[config.mk]
export PLATFORM = sky130hd
export DESIGN_NAME = count_sequencer
export DESIGN_NICKNAME = d
export VERILOG_FILES = /design/src/rtl/count_seq_pkg.sv /design/src/rtl/updown_count_core.sv /design/src/rtl/count_sequencer.sv
export SDC_FILE = /design/constraint.sdc
export NUM_CORES = 1
export LEC_CHECK = 0
export ABC_AREA = 0
export ABC_CLOCK_PERIOD_IN_PS = 8700
export CAP_MARGIN = 20
export CORE_MARGIN = 2
export CORE_UTILIZATION = 50
export CTS_CLUSTER_DIAMETER = 150
export CTS_CLUSTER_SIZE = 30
export DETAILED_ROUTE_END_ITERATION = 8
export PLACE_DENSITY_LB_ADDON = 0.25
export SYNTH_ARGS = -nofsm -noshare
export SYNTH_HDL_FRONTEND = slang
export SYNTH_SLANG_ARGS = --single-unit
[constraint.sdc]
create_clock -name clk -period 8.7 [get_ports clk]
set_clock_uncertainty 0.1 [all_clocks]
set_input_delay 1.74 -clock clk [delete_from_list [all_inputs] [get_ports clk]]
set_output_delay 1.74 -clock clk [all_outputs]
set_load 0.01 [all_outputs]
[src/rtl/count_seq_pkg.sv]
// Shared types and default widths for the count_sequencer block.
package count_seq_pkg;

  localparam int DEF_WIDTH = 32;
  localparam int DEF_LOOPW = 8;

  typedef enum logic [1:0] {
    MODE_UP       = 2'b00,
    MODE_DOWN     = 2'b01,
    MODE_PINGPONG = 2'b10,
    MODE_RSVD     = 2'b11
  } mode_t;

  typedef enum logic {
    S_IDLE = 1'b0,
    S_RUN  = 1'b1
  } state_t;

  // The reserved encoding runs as an up-ramp.
  function automatic mode_t effective_mode(input logic [1:0] raw);
    return (raw == MODE_RSVD) ? MODE_UP : mode_t'(raw);
  endfunction

endpackage

[src/rtl/updown_count_core.sv]
// Loadable up/down count register; exposes the value it will take at the next edge.
module updown_count_core #(
  parameter int WIDTH = 32
) (
  input  logic             clk,
  input  logic             rst,
  input  logic             i_load,
  input  logic [WIDTH-1:0] i_load_val,
  input  logic             i_en,
  input  logic             i_up,
  output logic [WIDTH-1:0] o_count,
  output logic [WIDTH-1:0] o_count_next
);

  logic [WIDTH-1:0] r_count;

  // NOTE: the default assignment first means every path drives o_count_next, so no latch is inferred.
  always_comb begin
    o_count_next = r_count;
    if (i_load) begin
      o_count_next = i_load_val;
    end else if (i_en) begin
      o_count_next = i_up ? r_count + WIDTH'(1) : r_count - WIDTH'(1);
    end
  end

  // NOTE: sequential state uses non-blocking assignments so every register samples pre-edge values.
  always_ff @(posedge clk or posedge rst) begin
    if (rst) begin
      r_count <= '0;
    end else begin
      r_count <= o_count_next;
    end
  end

  assign o_count = r_count;

endmodule

[src/rtl/count_sequencer.sv]
// Command-driven up/down/ping-pong sweep controller between 0 and a programmed limit.
// Defining COUNT_SEQ_PAUSE_EN adds a pause input that freezes a running command.
module count_sequencer
  import count_seq_pkg::*;
#(
  parameter int WIDTH = DEF_WIDTH,
  parameter int LOOPW = DEF_LOOPW
) (
  input  logic             clk,
  input  logic             rst,
  input  logic             cmd_valid,
  output logic             cmd_ready,
  input  logic [1:0]       cmd_mode,
  input  logic [WIDTH-1:0] cmd_limit,
  input  logic [LOOPW-1:0] cmd_loops,
  input  logic             abort,
`ifdef COUNT_SEQ_PAUSE_EN
  input  logic             pause,
`endif
  output logic [WIDTH-1:0] count,
  output logic             dir,
  output logic             busy,
  output logic             tc_pulse,
  output logic             done,
  output logic             aborted
);

  state_t           r_state, w_state_next;
  mode_t            r_mode, w_cmd_mode;
  logic [WIDTH-1:0] r_limit;
  logic [LOOPW-1:0] r_loops_left, w_loops_next;
  logic             r_dir, w_dir_next;
  logic             r_busy, r_tc, r_done, r_aborted;
  logic             w_tc_next, w_done_next, w_aborted_next;
  logic             w_accept, w_step, w_pause, w_pass_end;
  logic             w_load, w_en, w_up;
  logic [WIDTH-1:0] w_load_val, w_count, w_count_next;

`ifdef COUNT_SEQ_PAUSE_EN
  assign w_pause = pause;
`else
  assign w_pause = 1'b0;
`endif

  assign cmd_ready  = (r_state == S_IDLE);
  assign w_accept   = cmd_valid && cmd_ready;
  assign w_step     = (r_state == S_RUN) && !abort && !w_pause;
  assign w_cmd_mode = effective_mode(cmd_mode);

  updown_count_core #(.WIDTH(WIDTH)) u_core (
    .clk          (clk),
    .rst          (rst),
    .i_load       (w_load),
    .i_load_val   (w_load_val),
    .i_en         (w_en),
    .i_up         (w_up),
    .o_count      (w_count),
    .o_count_next (w_count_next)
  );

  // Step control: pass wraps are loads, everything else is a +/-1 step.
  always_comb begin
    w_load     = 1'b0;
    w_load_val = '0;
    w_en       = 1'b0;
    w_up       = 1'b1;
    w_dir_next = r_dir;
    if (w_accept) begin
      w_load = 1'b1;
      if (w_cmd_mode == MODE_DOWN) begin
        w_load_val = cmd_limit;
        w_dir_next = 1'b0;
      end else begin
        w_dir_next = 1'b1;
      end
    end else if (w_step) begin
      case (r_mode)
        MODE_DOWN: begin
          if (w_count == '0) begin
            w_load     = 1'b1;
            w_load_val = r_limit;
          end else begin
            w_en = 1'b1;
            w_up = 1'b0;
          end
        end
        MODE_PINGPONG: begin
          if (r_limit != '0) begin
            w_en = 1'b1;
            if (r_dir) begin
              if (w_count == r_limit) begin
                w_up       = 1'b0;
                w_dir_next = 1'b0;
              end
            end else if (w_count == '0) begin
              w_dir_next = 1'b1;
            end else begin
              w_up = 1'b0;
            end
          end
        end
        default: begin
          if (w_count == r_limit) begin
            w_load = 1'b1;
          end else begin
            w_en = 1'b1;
          end
        end
      endcase
    end
  end

  // Endpoint flags are judged on the value the count takes at this edge.
  always_comb begin
    w_state_next   = r_state;
    w_loops_next   = r_loops_left;
    w_tc_next      = 1'b0;
    w_done_next    = 1'b0;
    w_aborted_next = r_aborted;
    w_pass_end     = 1'b0;
    case (r_state)
      S_IDLE: begin
        if (w_accept) begin
          w_state_next   = S_RUN;
          w_aborted_next = 1'b0;
          w_loops_next   = cmd_loops;
          w_tc_next      = (w_cmd_mode == MODE_PINGPONG) || (cmd_limit == '0);
          w_pass_end     = (cmd_limit == '0);
        end
      end
      S_RUN: begin
        if (abort) begin
          w_state_next   = S_IDLE;
          w_done_next    = 1'b1;
          w_aborted_next = 1'b1;
        end else if (!w_pause) begin
          case (r_mode)
            MODE_DOWN: begin
              w_tc_next  = (w_count_next == '0);
              w_pass_end = w_tc_next;
            end
            MODE_PINGPONG: begin
              w_tc_next  = (w_count_next == '0) || (w_count_next == r_limit);
              w_pass_end = (w_count_next == '0);
            end
            default: begin
              w_tc_next  = (w_count_next == r_limit);
              w_pass_end = w_tc_next;
            end
          endcase
        end
      end
    endcase

    // A zero loop count never decrements, so it runs until aborted.
    if (w_pass_end && (w_loops_next != '0)) begin
      if (w_loops_next == LOOPW'(1)) begin
        w_state_next = S_IDLE;
        w_done_next  = 1'b1;
      end else begin
        w_loops_next = w_loops_next - LOOPW'(1);
      end
    end
  end

  always_ff @(posedge clk or posedge rst) begin
    if (rst) begin
      r_state      <= S_IDLE;
      r_mode       <= MODE_UP;
      r_limit      <= '0;
      r_loops_left <= '0;
      r_dir        <= 1'b1;
      r_busy       <= 1'b0;
      r_tc         <= 1'b0;
      r_done       <= 1'b0;
      r_aborted    <= 1'b0;
    end else begin
      r_state      <= w_state_next;
      r_loops_left <= w_loops_next;
      r_dir        <= w_dir_next;
      r_busy       <= (w_state_next == S_RUN);
      r_tc         <= w_tc_next;
      r_done       <= w_done_next;
      r_aborted    <= w_aborted_next;
      if (w_accept) begin
        r_mode  <= w_cmd_mode;
        r_limit <= cmd_limit;
      end
    end
  end

  assign count    = w_count;
  assign dir      = r_dir;
  assign busy     = r_busy;
  assign tc_pulse = r_tc;
  assign done     = r_done;
  assign aborted  = r_aborted;

endmodule
==> flow_metrics.tcl, run 1 <==
set metrics [dict create \
    slew_headroom 0.4544 \
    postSynthCellCount 962 \
    synth_fp_nets 1043 \
    cts_setup_buffers 0 \
    ios 84 \
    syn_area_sq_um 7617 \
    cts-buffers-inserted 9 \
    worstSetupPathType "in2reg" \
    synth_commonest_cells "nand2_1, dfrtp_1, a21oi_1" \
    cp.arrival_ps 8160 \
    setup-tns-final_ps 0 \
    worstPathRequired_ps 8870 \
    place_congestion 1.009 \
    clk_path_buf_depth 2 \
    min_from "aborted" \
    nets 1083 \
    hold_path_end "aborted" \
    r2r_cells 21 \
    insertion_delay_ps 350 \
    drc 0 \
    wl_per_cell_microns 22.20 \
    dp.final_hpwl_mm 19.63 \
    coreArea_sq_um 15030 \
    cts.repair.resized 0 \
    timing.rr.end "r_loops_left[5]" \
    end_kind "flop" \
    ys_async_sr_fraction 1.000 \
    clk_root_buffer_cell "clkbuf_16" \
    grt.total_usage 0.3247 \
    synth.most_common_cell "nand2_1" \
    rrSetupSlack_ps 970 \
    tritoncts "yes" \
    synthToLayoutAreaGrowth_pct 15.90 \
    synth_seq_area_share 0.2597 \
    power_density_nw_per_um2 253.1 \
    place_area_sq_um 8509 \
    drive_above_1_share 0.05760 \
    ys_warn_count 0 \
    design_area_sq_um 8828 \
    drt_iter0_markers 1310 \
    setup_viol 0 \
    hold_buffers 0 \
    synth.avg_cell_area_sq_um 7.918 \
    diodes 0 \
    dieArea_sq_um 16240 \
    antenna_found_initial 0 \
    synth_edf_count 0 \
    fmax_ghz 0.1252 \
    ys_ff_latch 79 \
    min_path_type "reg2reg" \
    grt_pass1_wl_mm 41.48 \
    cp_top_family "compound AO/OA/AOI/OAI gates" \
    crit_buf_inv 2 \
    ys_types 84 \
    drt-vias-per-instance 6.736 \
    post-route-period-util 0.9182 \
    max-vdd-ir-drop_mv 0.1193 \
    yosysTopAreaCellShare 0.2562 \
    vias 8050 \
    cpPeakStageDelay_ps 670 \
    die_h_microns 127.4 \
    start_kind "input pin" \
    dpl.cell_count 1178 \
    synth.area.top_cells "dfrtp_1, nand2_1, xor2_1" \
    worst_pin_slew_ps 818.4 \
    overflow 0 \
    maxCapViolCount 0 \
    die_w_microns 127.4 \
    routed_wl_mm 26.52 \
    firstDrtPassIters 6 \
    multi_input_area_sq_um 5243 \
    htree_num_levels 3 \
    grt_pass1_vias 7469 \
    critPathMaxFanout 19 \
    rsz0062_at_grt "false" \
    synth_flop_cell "dfrtp_1" \
    grt_max_degree 80 \
    clk_pin_slew_worst_paths_ps 60 \
    portBuffers 83 \
    hold_depth 2 \
    slowest_stage "a2111oi_0" \
    finalNonFillerCells 1195 \
    p_leak_nw 3.772 \
    crit_path_cell_trace "clkdlybuf4s50_1 > nor3b_2 > o211a_1 > buf_4 > ha_1 > nand2_1 > nor2_1 > a221oi_1 > mux2_2 > a211oi_1 > a21oi_1 > a221oi_1 > nand4_1 > a2111oi_0 > nand4_1 > nor3b_1 > a222oi_1 > or4b_1 > o21ai_1" \
    regArea_sq_um 1978 \
    cts_sinks 79 \
    period_needed_ps 7989 \
    start_util 0.5067 \
    row_count 45 \
    ant_nets 0 \
    status "finished, final reports clean" \
    regToRegStartpoint "r_limit[8]" \
    fillers 1367 \
    synth_top_area_cell "dfrtp_1" \
    hold_viol 0 \
    slew_violations 0 \
]
-- cell type report --
class	count	share of cell area
multi-input cells	778	0.5938
well taps	188	0.02664
inverters	41	0.01757
clock inverters	4	0.005102
clock buffers	12	0.02792
repair buffers	93	0.1049
flip-flops and latches	79	0.2241
-- sequential cells by signal, summed over array words and instances (netlist names) --
signal,count
tc_pulse,1
aborted,1
busy,1
done,1
r_mode,2
r_limit,32
dir,1
u_core.o_count,32
r_loops_left,8
-- worst register-to-register path, cell delays in order (launching register included) --
cell	delay, ps
dfrtp_1	510
xor2_1	250
nor4_1	520
nand4_2	310
nor4b_1	350
o211a_1	610
buf_4	370
ha_1	380
nand2_1	210
nor2_1	80
a221oi_1	550
mux2_2	400
a211oi_1	270
a21oi_1	90
a221oi_1	320
nand4_1	130
a2111oi_0	670
nand4_1	290
nor3b_1	350
a222oi_1	240
or4b_1	530
o21ai_1	100
-- cells in the final DEF, fill, tap and decap left out, types with 25 or more instances in the layout --
cell             synthesis  final
a21oi_1                 66     66
a221oi_1                25     25
clkdlybuf4s50_1          0     83
dfrtp_1                 78     78
ha_1                    34     34
inv_1                   40     39
nand2_1                151    151
nor2_1                  39     38
nor4_1                  41     41
o21ai_0                 42     42
xor2_1                  55     55
-- cell families after synthesis --
logic type	count (synthesis)	share of synthesized area
AO/OA/AOI/OAI	297	0.2728
XOR/XNOR	78	0.09149
adder cells (fa/ha/maj)	35	0.05848
buffers and inverters	105	0.05650
multiplexers	23	0.03055
AND/OR/NAND/NOR	345	0.2305
flip-flops	79	0.2597
-- per-stage QoR --
| stage | utilization | hold slack (ps) | setup slack (ps) | power [W] |
|---|---|---|---|---|
| floorplan | - | 376.1 | 1929 | 0.001382 |
| global placement | 0.5660 | 372.8 | 683.0 | 0.001798 |
| detailed placement | 0.5660 | 362.8 | 497.9 | 0.001800 |
| CTS | 0.5854 | 392.8 | 833.6 | 0.002196 |
| global route | 0.5873 | 439.0 | 477.0 | 0.002351 |
| finish | 0.5873 | 384.4 | 711.4 | 0.002235 |
-- worst max path at each step --
stage                     startpoint              end  slack, ps  cells after the start
final                          abort  r_loops_left[5]        710                     19
after global routing           abort  r_loops_left[5]        480                     19
after CTS                      abort  r_loops_left[5]        830                     19
after detailed placement       abort  r_loops_left[5]        500                     19
after global placement         abort  r_loops_left[5]        680                     19
after floorplan                abort  r_loops_left[5]       1930                     18
-- power by group --
| part | internal (W) | leakage, nW | total [W] | switching, W |
|---|---|---|---|---|
| Sequential | 0.000460 | 0.966 | 0.000672 | 0.000212 |
| Clock | 0.000229 | 0.146 | 0.000389 | 0.000160 |
| Combinational | 0.000500 | 2.66 | 0.00117 | 0.000672 |
| Total | 0.00119 | 3.77 | 0.00223 | 0.00105 |
-- metal layers --
layer  global-route usage  routed length [microns]
met1               0.4701                    11390
met5                    0                        0
met3              0.04523                     2535
met2               0.4832                    11390
met4               0.1429                     1214
Note: power is estimated with default switching activity, not from simulation.
==> run 2, diff against run 1 <==
--- a/config.mk
+++ b/config.mk
@@ -8,8 +8,11 @@
 export ABC_AREA = 0
 export ABC_CLOCK_PERIOD_IN_PS = 8700
 export CAP_MARGIN = 20
+export CELL_PAD_IN_SITES_DETAIL_PLACEMENT = 1
+export CELL_PAD_IN_SITES_GLOBAL_PLACEMENT = 2
+export CORE_ASPECT_RATIO = 1.25
 export CORE_MARGIN = 2
-export CORE_UTILIZATION = 50
+export CORE_UTILIZATION = 34
 export CTS_CLUSTER_DIAMETER = 150
 export CTS_CLUSTER_SIZE = 30
 export DETAILED_ROUTE_END_ITERATION = 8
==> flow_metrics.tcl, run 2 (synthesized netlist as in run 1, its figures left out) <==
set metrics [dict create \
    grt_pass1_wl_mm 48.70 \
    drive_above_1_share 0.06330 \
    row_count 61 \
    power_frac_clock 0.185 \
    maxCapViolCount 0 \
    cpPeakStageDelay_ps 630 \
    p_seq_frac 0.289 \
    insertion_delay_ps 340 \
    clk_pin_slew_worst_paths_ps 60 \
    synthToLayoutAreaGrowth_pct 18.45 \
    clk_path_buf_depth 2 \
    place_area_sq_um 8671 \
    rsz0062_at_grt "false" \
    slew_headroom 0.3767 \
    cts_sinks 79 \
    status "finished, final reports clean" \
    design_area_sq_um 9022 \
    die_w_microns 137.9 \
    tritoncts "yes" \
    crit_buf_inv 2 \
    grt_pass1_vias 8100 \
    min_path_type "reg2reg" \
    max-vdd-ir-drop_mv 0.1404 \
    ant_nets 0 \
    p_int_w 0.001241 \
    crit_path_cell_trace "clkdlybuf4s50_1 > nor3b_2 > o211a_1 > ha_1 > o21ai_0 > a2111oi_2 > a221oi_1 > mux2_2 > a211oi_1 > a21oi_1 > a221oi_1 > nand4_1 > a2111oi_0 > buf_4 > nand4_1 > nor3b_1 > a222oi_1 > or4b_1 > o21ai_1" \
    diodes 0 \
    slew_violations 0 \
    cts-buffers-inserted 9 \
    critPathMaxFanout 15 \
    drt_iter0_markers 567 \
    place_congestion 0.9040 \
    overflow 0 \
    ios 84 \
    routed_wl_mm 31.32 \
    setup-tns-final_ps 0 \
    hold_viol 0 \
    setup_viol 0 \
    start_kind "input pin" \
    clk_root_buffer_cell "clkbuf_16" \
    dieArea_sq_um 23620 \
    nets 1088 \
    grt.total_usage 0.2735 \
    post-route-period-util 0.8977 \
    final_core_util 0.4076 \
    antenna_found_initial 0 \
    power_density_nw_per_um2 258.2 \
    firstDrtPassIters 5 \
    portBuffers 83 \
    pre_cts_ws_ps 542.0 \
    dp.final_hpwl_mm 24.52 \
    cp.arrival_ps 7980 \
    power_w 0.002329 \
    p_leak_nw 3.814 \
    coreArea_sq_um 22130 \
    cts.repair.resized 0 \
    fin_ws_ps 890.0 \
    vias 7876 \
    cts_setup_buffers 0 \
    drt-vias-per-instance 6.087 \
    combPwrFrac 0.526 \
    switchingPower_w 0.001088 \
    end_kind "flop" \
    final_common_cell "nand2_1" \
    slowest_stage "o211a_1" \
    worstSetupPathType "in2reg" \
    grt_max_degree 64 \
    die_h_microns 171.3 \
    cp_top_family "compound AO/OA/AOI/OAI gates" \
    sw_frac_of_total 0.4670 \
    hold_buffers 0 \
    worstPathRequired_ps 8870 \
    layout_common_cells "nand2_1, clkdlybuf4s50_1, dfrtp_1, a21oi_1, xor2_1" \
    wl_per_cell_microns 24.20 \
    period_needed_ps 7810 \
    fmax_ghz 0.1280 \
    htree_num_levels 3 \
    start_util 0.3441 \
    worst_pin_slew_ps 934.8 \
    drc 0 \
]
-- run 2: cell count changes in the layout (fill, tap and decap cells not counted), sizes merged --
cell and delta:
clkinv -2, bufinv +1, buf +5
-- run 2: layout make-up --
type | instances | area, sq um
flip-flops and latches | 79 | 1978
clock buffers | 12 | 266.5
well taps | 283 | 354.1
repair buffers | 98 | 955.9
clock inverters | 3 | 65.06
inverters | 41 | 155.1
fillers | 2692 | 13110
multi-input cells | 778 | 5248
-- run 2: path summary, 6_finish.rpt --
| kind | end | from | depth (start not counted) | slack, ps |
|---|---|---|---|---|
| worst max-delay path | r_loops_left[5] | abort | 19 | 890 |
| worst min-delay path | aborted | aborted | 2 | 400 |
| worst max register to register | r_loops_left[5] | r_limit[26] | 21 | 1220 |
| worst min register to register | aborted | aborted | 2 | 400 |
| max in group asynchronous | r_limit[30] | rst | 3 | 5760 |
| min in group asynchronous | r_limit[4] | rst | 2 | 1560 |
-- run 2: power groups by stage --
stage | Sequential, W | Combinational [W] | Clock [W]
global route | 0.000687 | 0.00133 | 0.000455
floorplan | 0.000590 | 0.000793 | 0
finish | 0.000673 | 0.00123 | 0.000431
CTS | 0.000670 | 0.00122 | 0.000439
global placement | 0.000675 | 0.00120 | 0
detailed placement | 0.000676 | 0.00121 | 0
-- run 2: tightest hold or removal path: stages (launching register included) --
cell,delay (ps)
dfrtp_1,350
nand2_1,50
nand2_1,60
-- run 2: per-layer routing --
layer | wire length, microns | GRT usage | vias to the layer above
met4 | 1052 | 0.09583 | 0
met3 | 1273 | 0.02269 | 50
met2 | 15260 | 0.4570 | 228
li1 | - | - | 3690
met1 | 13730 | 0.3690 | 3908
met5 | 0 | 0 | -
-- run 2: per-stage QoR --
step | instances | hold WS, ps
global placement | 1278 | 376.5
detailed placement | 1278 | 379.1
finish | 1294 | 396.5
floorplan | 962 | 376.1
global route | 1294 | 436.5
CTS | 1293 | 403.6
==> run 3, diff against run 2 <==
--- a/config.mk
+++ b/config.mk
@@ -11,7 +11,7 @@
 export CELL_PAD_IN_SITES_DETAIL_PLACEMENT = 1
 export CELL_PAD_IN_SITES_GLOBAL_PLACEMENT = 2
 export CORE_ASPECT_RATIO = 1.25
-export CORE_MARGIN = 2
+export CORE_MARGIN = 3
 export CORE_UTILIZATION = 34
 export CTS_CLUSTER_DIAMETER = 150
 export CTS_CLUSTER_SIZE = 30
==> flow_metrics.tcl, run 3 (synthesized netlist as in run 1, its figures left out) <==
set metrics [dict create \
    place_congestion 0.9177 \
    die_w_microns 139.9 \
    ios 84 \
    finalNonFillerCells 1291 \
    vias 7997 \
    cts-buffers-inserted 9 \
    dp.final_hpwl_mm 24.70 \
    min_path_type "reg2reg" \
    p_leak_nw 3.820 \
    grt_pass1_vias 8147 \
    slowest_stage "a2111oi_0" \
    cts.repair.resized 0 \
    htree_num_levels 3 \
    synthToLayoutAreaGrowth_pct 18.54 \
    slew_headroom 0.3929 \
    die_h_microns 173.3 \
    start_kind "input pin" \
    wl_per_cell_microns 24.76 \
    status "finished, final reports clean" \
    firstDrtPassIters 4 \
    grt.total_usage 0.2565 \
    insertion_delay_ps 350 \
    critPathMaxFanout 16 \
    clk_path_buf_depth 2 \
    met3_usage 0.02263 \
    maxCapViolCount 0 \
    worst_pin_slew_ps 905.2 \
    diodes 0 \
    fillers 2636 \
    end_kind "flop" \
    clk_pin_slew_worst_paths_ps 70 \
    tritoncts "yes" \
    worstPathRequired_ps 8870 \
    drive_above_1_share 0.06423 \
    grtUsageMet1 0.3377 \
    top_usage_layer "met2" \
    slew_violations 0 \
    overflow 0 \
    clk_root_buffer_cell "clkbuf_16" \
    layout_common_cells "nand2_1, clkdlybuf4s50_1, dfrtp_1, a21oi_1, xor2_1" \
    drt-vias-per-instance 6.194 \
    cp_top_family "compound AO/OA/AOI/OAI gates" \
    setup-tns-final_ps 0 \
    grt_use_met2 0.4342 \
    routed_wl_mm 31.97 \
    grt_max_degree 61 \
    cpPeakStageDelay_ps 720 \
    antenna_found_initial 0 \
    hold_buffers 0 \
    nets 1088 \
    fmax_ghz 0.1234 \
    ant_nets 0 \
    setup_viol 0 \
    row_count 60 \
    grt_pass1_wl_mm 48.90 \
    final_common_cell "nand2_1" \
    dpl.cell_count 1275 \
    final_core_util 0.4148 \
    post-route-period-util 0.9315 \
    max-vdd-ir-drop_mv 0.1152 \
    cts_sinks 79 \
    worstSetupPathType "in2reg" \
    start_util 0.3499 \
    coreArea_sq_um 21770 \
    cts_setup_buffers 0 \
    hold_viol 0 \
    drt_iter0_markers 616 \
    cp.arrival_ps 8280 \
    drc 0 \
    rsz0062_at_grt "false" \
    crit_buf_inv 1 \
    crit_path_cell_trace "clkdlybuf4s50_1 > nor3b_2 > o211a_1 > ha_1 > o21ai_0 > a2111oi_2 > a221oi_1 > mux2_2 > a211oi_1 > a21oi_1 > a221oi_1 > nand4_1 > a2111oi_0 > nand4_1 > nor3b_1 > a222oi_1 > or4b_1 > o21ai_1" \
    power_density_nw_per_um2 261.1 \
    dieArea_sq_um 24250 \
    period_needed_ps 8104 \
    portBuffers 83 \
]
-- run 3: changes by cell type in the layout (fill, tap and decap cells not counted) --
cell,delta
buf_4,+1
clkinv_4,+1
bufinv_16,+1
clkbuf_8,-1
buf_12,-1
-- run 3: layout make-up --
type,instances,area [sq um],area share
inverters,41,155.1,0.01718
well taps,279,349.1,0.03866
repair buffers,98,943.4,0.1045
multi-input cells,778,5248,0.5811
flip-flops and latches,79,1978,0.2191
clock inverters,5,103.9,0.01150
clock buffers,11,252.7,0.02799
-- run 3: final timing paths --
kind,startpoint,to,slack (ps),cells after the start
max in group asynchronous,rst,u_core.o_count[22],5760,3
worst max register to register,u_core.o_count[3],r_loops_left[5],770,20
worst max-delay path,abort,r_loops_left[5],600,18
min in group asynchronous,rst,r_limit[1],1570,2
worst min-delay path,aborted,aborted,380,2
worst min register to register,aborted,aborted,380,2
-- run 3: report_power, final --
part           switching [W]  internal [W]
combinational       0.000718      0.000506
sequential          0.000217      0.000460
clock               0.000161      0.000296
total                0.00110       0.00126
-- run 3: through the flow --
stage | total power (W) | hold WS (ps) | setup slack [ps] | cell area [sq um]
global route | 0.002498 | 412.8 | 185.1 | 9030
detailed placement | 0.001877 | 376.7 | 260.2 | 8673
CTS | 0.002348 | 393.4 | 602.8 | 9030
finish | 0.002358 | 381.4 | 595.6 | 9030
global placement | 0.001876 | 369.1 | 443.4 | 8673
floorplan | 0.001382 | 376.1 | 1929 | 7617
-- run 3: metal layers --
layer / up-vias / part of all wire
li1: 3687 / -
met1: 3991 / 0.43
met2: 268 / 0.48
met3: 51 / 0.047
met4: 0 / 0.038
met5: - / 0
-- run 3: worst reg2reg max path: stages, from the launching register on --
cell       delay (ps)
dfrtp_1           510
nor4_1            780
nand4_1           520
nor2_1            290
o31ai_1            90
o211a_1           520
ha_1              510
o21ai_0           370
a2111oi_2         150
a221oi_1          610
mux2_2            420
a211oi_1          250
a21oi_1           100
a221oi_1          320
nand4_1           120
a2111oi_0         720
nand4_1           300
nor3b_1           320
a222oi_1          250
or4b_1            530
o21ai_1            80
